$ cat src/rtl/load_store_unit.sv
// RV32 load/store unit in front of a word-addressed, byte-enable-less data memory.
// Optional LSU_ALIGN_CHECK_EN: misaligned accesses return an error instead of being force-aligned.
`timescale 1ns/1ps
module load_store_unit #(
    parameter int ADDR_W = 32,
    parameter int MEM_AW = 10
) (
    input  logic              clk,
    input  logic              rst_n,
    input  logic              req_valid,
    output logic              req_ready,
    input  logic              req_write,
    input  logic [2:0]        req_funct3,
    input  logic [ADDR_W-1:0] req_addr,
    input  logic [31:0]       req_wdata,
    output logic              resp_valid,
    output logic [31:0]       resp_data,
    output logic              resp_err,
    output logic              mem_read,
    output logic              mem_write,
    output logic [MEM_AW-1:0] mem_address,
    output logic [31:0]       mem_write_data,
    input  logic [31:0]       mem_read_data
);

    localparam int AL_W = MEM_AW + 2;

    typedef enum logic [1:0] {
        IDLE  = 2'd0,
        READ  = 2'd1,
        WRITE = 2'd2,
        RESP  = 2'd3
    } state_t;

    state_t          state_r;
    logic            write_r;
    logic [2:0]      funct3_r;
    logic [AL_W-1:0] addr_r;
    logic [31:0]     wdata_r;
    logic [31:0]     resp_data_r;
    logic            resp_err_r;

    logic            illegal_s;
    logic            misaligned_s;
    logic            err_s;
    logic [AL_W-1:0] aligned_addr_s;
    logic            addr_unused_s;

    assign addr_unused_s = ^req_addr[ADDR_W-1:AL_W];

    // Select the lane and sign/zero-extend a loaded byte or halfword.
    function automatic logic [31:0] load_extend(input logic [31:0] word,
                                                input logic [2:0]  f3,
                                                input logic [1:0]  lane);
        logic [7:0]  b;
        logic [15:0] h;
        logic [31:0] r;
        b = word[{lane, 3'b000} +: 8];
        h = lane[1] ? word[31:16] : word[15:0];
        case (f3)
            3'b000:  r = {{24{b[7]}}, b};
            3'b001:  r = {{16{h[15]}}, h};
            3'b100:  r = {24'h000000, b};
            3'b101:  r = {16'h0000, h};
            default: r = word;
        endcase
        return r;
    endfunction

    // Replace only the target lane of the read word; other lanes stay bit-exact.
    function automatic logic [31:0] store_merge(input logic [31:0] word,
                                                input logic [31:0] wdata,
                                                input logic [2:0]  f3,
                                                input logic [1:0]  lane);
        logic [31:0] r;
        r = word;
        if (f3[1:0] == 2'b00) begin
            r[{lane, 3'b000} +: 8] = wdata[7:0];
        end else if (lane[1]) begin
            r[31:16] = wdata[15:0];
        end else begin
            r[15:0] = wdata[15:0];
        end
        return r;
    endfunction

    // Decode legality and alignment of the incoming request.
    always_comb begin
        illegal_s      = 1'b0;
        misaligned_s   = 1'b0;
        aligned_addr_s = req_addr[AL_W-1:0];
        if (req_write) begin
            illegal_s = req_funct3[2] | (req_funct3[1:0] == 2'b11);
        end else begin
            illegal_s = (req_funct3 == 3'b011) | (req_funct3[2:1] == 2'b11);
        end
        case (req_funct3[1:0])
            2'b01: begin
                misaligned_s      = req_addr[0];
                aligned_addr_s[0] = 1'b0;
            end
            2'b10: begin
                misaligned_s        = (req_addr[1:0] != 2'b00);
                aligned_addr_s[1:0] = 2'b00;
            end
            default: misaligned_s = 1'b0;
        endcase
`ifdef LSU_ALIGN_CHECK_EN
        err_s = illegal_s | misaligned_s;
`else
        err_s = illegal_s;
`endif
    end

    // Request FSM; response registers only change on entry to RESP.
    always_ff @(posedge clk or negedge rst_n) begin
        if (!rst_n) begin
            state_r     <= IDLE;
            write_r     <= 1'b0;
            funct3_r    <= 3'b000;
            addr_r      <= '0;
            wdata_r     <= 32'h0000_0000;
            resp_data_r <= 32'h0000_0000;
            resp_err_r  <= 1'b0;
        end else begin
            case (state_r)
                IDLE: begin
                    if (req_valid) begin
                        write_r  <= req_write;
                        funct3_r <= req_funct3;
                        addr_r   <= aligned_addr_s;
                        wdata_r  <= req_wdata;
                        if (err_s) begin
                            resp_err_r  <= 1'b1;
                            resp_data_r <= 32'h0000_0000;
                            state_r     <= RESP;
                        end else if (req_write && (req_funct3 == 3'b010)) begin
                            state_r <= WRITE;
                        end else begin
                            state_r <= READ;
                        end
                    end else begin
                        state_r <= IDLE;
                    end
                end
                READ: begin
                    if (write_r) begin
                        wdata_r <= store_merge(mem_read_data, wdata_r, funct3_r, addr_r[1:0]);
                        state_r <= WRITE;
                    end else begin
                        resp_data_r <= load_extend(mem_read_data, funct3_r, addr_r[1:0]);
                        resp_err_r  <= 1'b0;
                        state_r     <= RESP;
                    end
                end
                WRITE: begin
                    resp_data_r <= 32'h0000_0000;
                    resp_err_r  <= 1'b0;
                    state_r     <= RESP;
                end
                RESP:    state_r <= IDLE;
                default: state_r <= IDLE;
            endcase
        end
    end

    // Memory and handshake outputs decode straight from the state register.
    always_comb begin
        req_ready      = (state_r == IDLE);
        resp_valid     = (state_r == RESP);
        resp_data      = resp_data_r;
        resp_err       = resp_err_r;
        mem_read       = 1'b0;
        mem_write      = 1'b0;
        mem_address    = '0;
        mem_write_data = 32'h0000_0000;
        case (state_r)
            READ: begin
                mem_read    = 1'b1;
                mem_address = addr_r[AL_W-1:2];
            end
            WRITE: begin
                mem_write      = 1'b1;
                mem_address    = addr_r[AL_W-1:2];
                mem_write_data = wdata_r;
            end
            default: mem_read = 1'b0;
        endcase
    end

endmodule
$ cat config.mk
export PLATFORM = sky130hd
export DESIGN_NAME = load_store_unit
export DESIGN_NICKNAME = d
export VERILOG_FILES = /design/src/rtl/load_store_unit.sv
export SDC_FILE = /design/constraint.sdc
export NUM_CORES = 1
export LEC_CHECK = 0
export CAP_MARGIN = 10
export CORE_UTILIZATION = 35
export CTS_CLUSTER_SIZE = 40
export DETAILED_ROUTE_END_ITERATION = 6
export DONT_BUFFER_PORTS = 1
export PLACE_DENSITY = 0.49
export SETUP_SLACK_MARGIN = 0.05
export SYNTH_ARGS = -nofsm -noshare
export SYNTH_HDL_FRONTEND = slang
export SYNTH_SLANG_ARGS = --single-unit
$ cat constraint.sdc
create_clock -name clk -period 2.3 [get_ports clk]
set_input_delay 0.46 -clock clk [delete_from_list [all_inputs] [get_ports clk]]
set_output_delay 0.46 -clock clk [all_outputs]
set_load 0.1 [all_outputs]
==> flow_summary_export.csv <==
group,metric,value,unit
run_status,outcome,"complete, but fails checks",
run_status,violations,"negative hold slack",
synth,ys.flop_type,"dfrtp_1",
synth,synthCells,527,
floorplan,core,14100,µm²
cells_and_area,seqCellArea,2080,µm²
floorplan,design.portCount,182,
global_routing,antenna_found_initial,0,
synth,synth_edf_count,0,
routing,viasPerCell,5.77,
worst_setup_path,start_kind,"register",
worst_setup_path,cp.required,1840,ps
timing,final.period_utilization,93.4,%
timing,fin_hold_ws,-199,ps
timing,max_freq,465,MHz
global_routing,grt_max_degree,84,
worst_setup_path,cp_top_family,"adder cells",
floorplan,start_util,36.3,%
cells_and_area,nets,699,
worst_setup_path,cp_slowest_cell,"ha_2",
floorplan,num_rows,43,
global_routing,grt_use_met1,30.6,%
clocking,clk_latency,350,ps
clocking,cts-root-buf,"clkbuf_16",
routing,drc,0,
run,cap_violations,0,
routing,via_count,4446,
cells_and_area,area_growth,30.1,%
worst_setup_path,rrSetupSlack,260,ps
cells_and_area,final_layout_size_suffix_gt1_share,30.5,%
synth,async_reset_ff_share,100,%
clocking,cts_tree,"done",
global_routing,grt_pass1_vias,4274,
clocking,clock_path_buffers,2,
clocking,htreeDepth,3,
synth,syn_area_per_cell,9.71,µm²
place,post_dp_cell_area,6300,µm²
global_routing,grt_pass1_wl,25800,µm
worst_setup_path,r2r-end,"wdata_r[10]",
worst_setup_path,cp_data_arrival_time,1690,ps
timing,hold_viol,83,
cells_and_area,diodes,0,
global_routing,gr-total-overflow,0,
routing,drt_wl_total,17000,µm
timing,drv_slew,0,
timing,timing.setup.tns,0,ps
floorplan,die_w,123,µm
worst_setup_path,cp_num_buf_inv,2,
timing,setup_slack,152,ps
cells_and_area,finalInstanceArea,6660,µm²
global_routing,grt.met2_usage,35.8,%
timing,setup_viol,0,
clocking,cts_sinks,83,
timing,min_period,2150,ps
worst_setup_path,cp_num_cells,4,
floorplan,dieArea,15100,µm²
place,gp_congestion,0.836,
worst_setup_path,crit_chain,"inv_1 -> ha_2 -> and2_1 -> buf_4",
timing,clock_skew,8.55,ps
timing,worst_slew_pin_slew,929,ps
place,hpwl,12500,µm
cells_and_area,fillers,1343,
synth,seq_area_frac_synth,40.6,%
worst_setup_path,end_kind,"output pin",
global_routing,grt_usage,23.2,%
timing,slew_headroom,38.1,%
clocking,numCtsBuffers,9,
synth,syn_area,5120,µm²
synth,yosys_warnings,0,
worst_setup_path,max_stage_delay,410,ps
floorplan,die_h,123,µm
worst_setup_path,r2r_start,"addr_r[1]",
synth,syn-num-nets,641,
worst_setup_path,worstSetupPathType,"reg -> out",
synth,synth.distinct_cells,46,
worst_setup_path,rr_worst_depth,8,
timing,rsz0062_at_grt,"false",
hold_path,hp-class,"in -> async",
cells_and_area,multi_input_area,2910,µm²
routing,dr.pass1.iters,4,
clocking,path_clk_slew,70,ps
place,dpl_worst_slack,-96.1,ps
routing,wl_per_cell,22.1,µm
place,portBuffers,0,
global_routing,use_met3,6.64,%
global_routing,grt-busiest-layer,"met2",
worst_setup_path,critPathMaxFanout,11,
routing,drtAntennaViolNets,0,
synth,synth_seq_cells,83,
routing,drt_iter0_drc,321,
-- logic make-up (layout without fill, tap and decap cells) --
family / count (synthesis) / in the layout / share of synthesized area, %
AOI/OAI and AO/OA: 170 / 170 / 24.7
adders and majority gates: 11 / 11 / 2.69
buffers and inverters: 56 / 119 / 4.45
DFF: 83 / 83 / 40.6
muxes: 46 / 46 / 9.71
and+or+nand+nor: 161 / 161 / 17.9
-- registers in the layout, indices dropped and copies added (netlist names) --
signal,count
state_r,2
resp_err,1
resp_data,32
funct3_r,3
wdata_r,32
write_r,1
addr_r,12
-- stage by stage --
| step | util (%) | std cells | hold WS (ps) |
|---|---|---|---|
| 3_5_place_dp | 44.7 | 753 | 167 |
| 5_1_grt | 47.2 | 770 | -208 |
| 4_1_cts | 47.0 | 769 | -203 |
| 6_report | 47.2 | 770 | -199 |
| 3_3_place_gp | 44.7 | 753 | 168 |
| 2_1_floorplan | - | 527 | 164 |
-- final cells by class --
cell class,count,share of cell area (%)
clock buffers,13,3.91
clock inverters,3,0.695
inverters,12,0.677
multi-input cells,388,43.7
flip-flops and latches,83,31.2
well taps,180,3.38
repair buffers,91,16.5
-- worst max path at each step --
stage,startpoint,end,slack [ps]
floorplan,state_r[1],wdata_r[18],40
global placement,addr_r[1],wdata_r[22],20
detailed placement,addr_r[1],wdata_r[21],-100
CTS,state_r[1],mem_address[1],130
global route,state_r[1],mem_address[1],50
finish,state_r[1],mem_address[1],150
-- Yosys cell counts, types with 5 or more instances --
master | instances | area share [%]
a211o_1 | 7 | 1.2
nand2_1 | 23 | 1.7
mux2i_1 | 17 | 3.3
o2bb2ai_1 | 6 | 1.0
and2_1 | 43 | 5.3
o21ai_0 | 7 | 0.68
buf_2 | 7 | 0.68
a221oi_1 | 9 | 1.5
a32o_1 | 9 | 1.8
ha_1 | 11 | 2.7
a22o_1 | 17 | 2.9
mux2_2 | 29 | 6.4
a22oi_1 | 25 | 3.7
o31ai_1 | 8 | 1.2
nand4bb_1 | 6 | 1.3
o221ai_1 | 6 | 1.0
nor2_1 | 39 | 2.9
clkbuf_1 | 30 | 2.2
a21oi_1 | 50 | 4.9
nand2b_1 | 34 | 4.2
dfrtp_1 | 83 | 41
buf_1 | 5 | 0.37
inv_1 | 11 | 0.81
a221o_1 | 16 | 3.1
-- metal layers --
metal / share of wire, % / routed length (µm)
met2: 47 / 8040
met4: 3.0 / 505
met3: 8.6 / 1470
met1: 41 / 7000
met5: 0 / 0
-- cell usage in the layout, fill, tap and decap left out, types with 2 or more instances in the layout --
cell type and instances:
nand4bb_1 6, buf_4 58, o221ai_1 6, a22oi_1 25, nor2_1 39, o21ai_0 7
clkbuf_8 2, inv_1 11, mux2i_1 17, clkbuf_1 2, o31ai_1 8, dfrtp_1 83
a221o_1 16, a32o_1 9, nor3_1 4, a21oi_1 49, o2bb2ai_1 6, a221oi_1 9
a21o_1 2, clkbuf_16 9, or2_2 3, and2_2 32, a211o_1 7, nand2_1 23
buf_12 33, nand2b_1 34, ha_1 7, and2_1 11, ha_2 3, mux2_2 29
a22o_1 17
-- timing repair --
| item | 4_1_cts | 5_1_grt |
|---|---|---|
| hold endpoints to repair | 83 | 83 |
| buffers inserted | 0 | 1 |
| gates resized for setup | 2 | 3 |
| pin swaps | 0 | 1 |
| endpoints found under the setup margin | 40 | 12 |
Power is left out: the tool's default activity adds up to more than one toggle a clock period on the data nets, which glitch-free logic cannot reach.
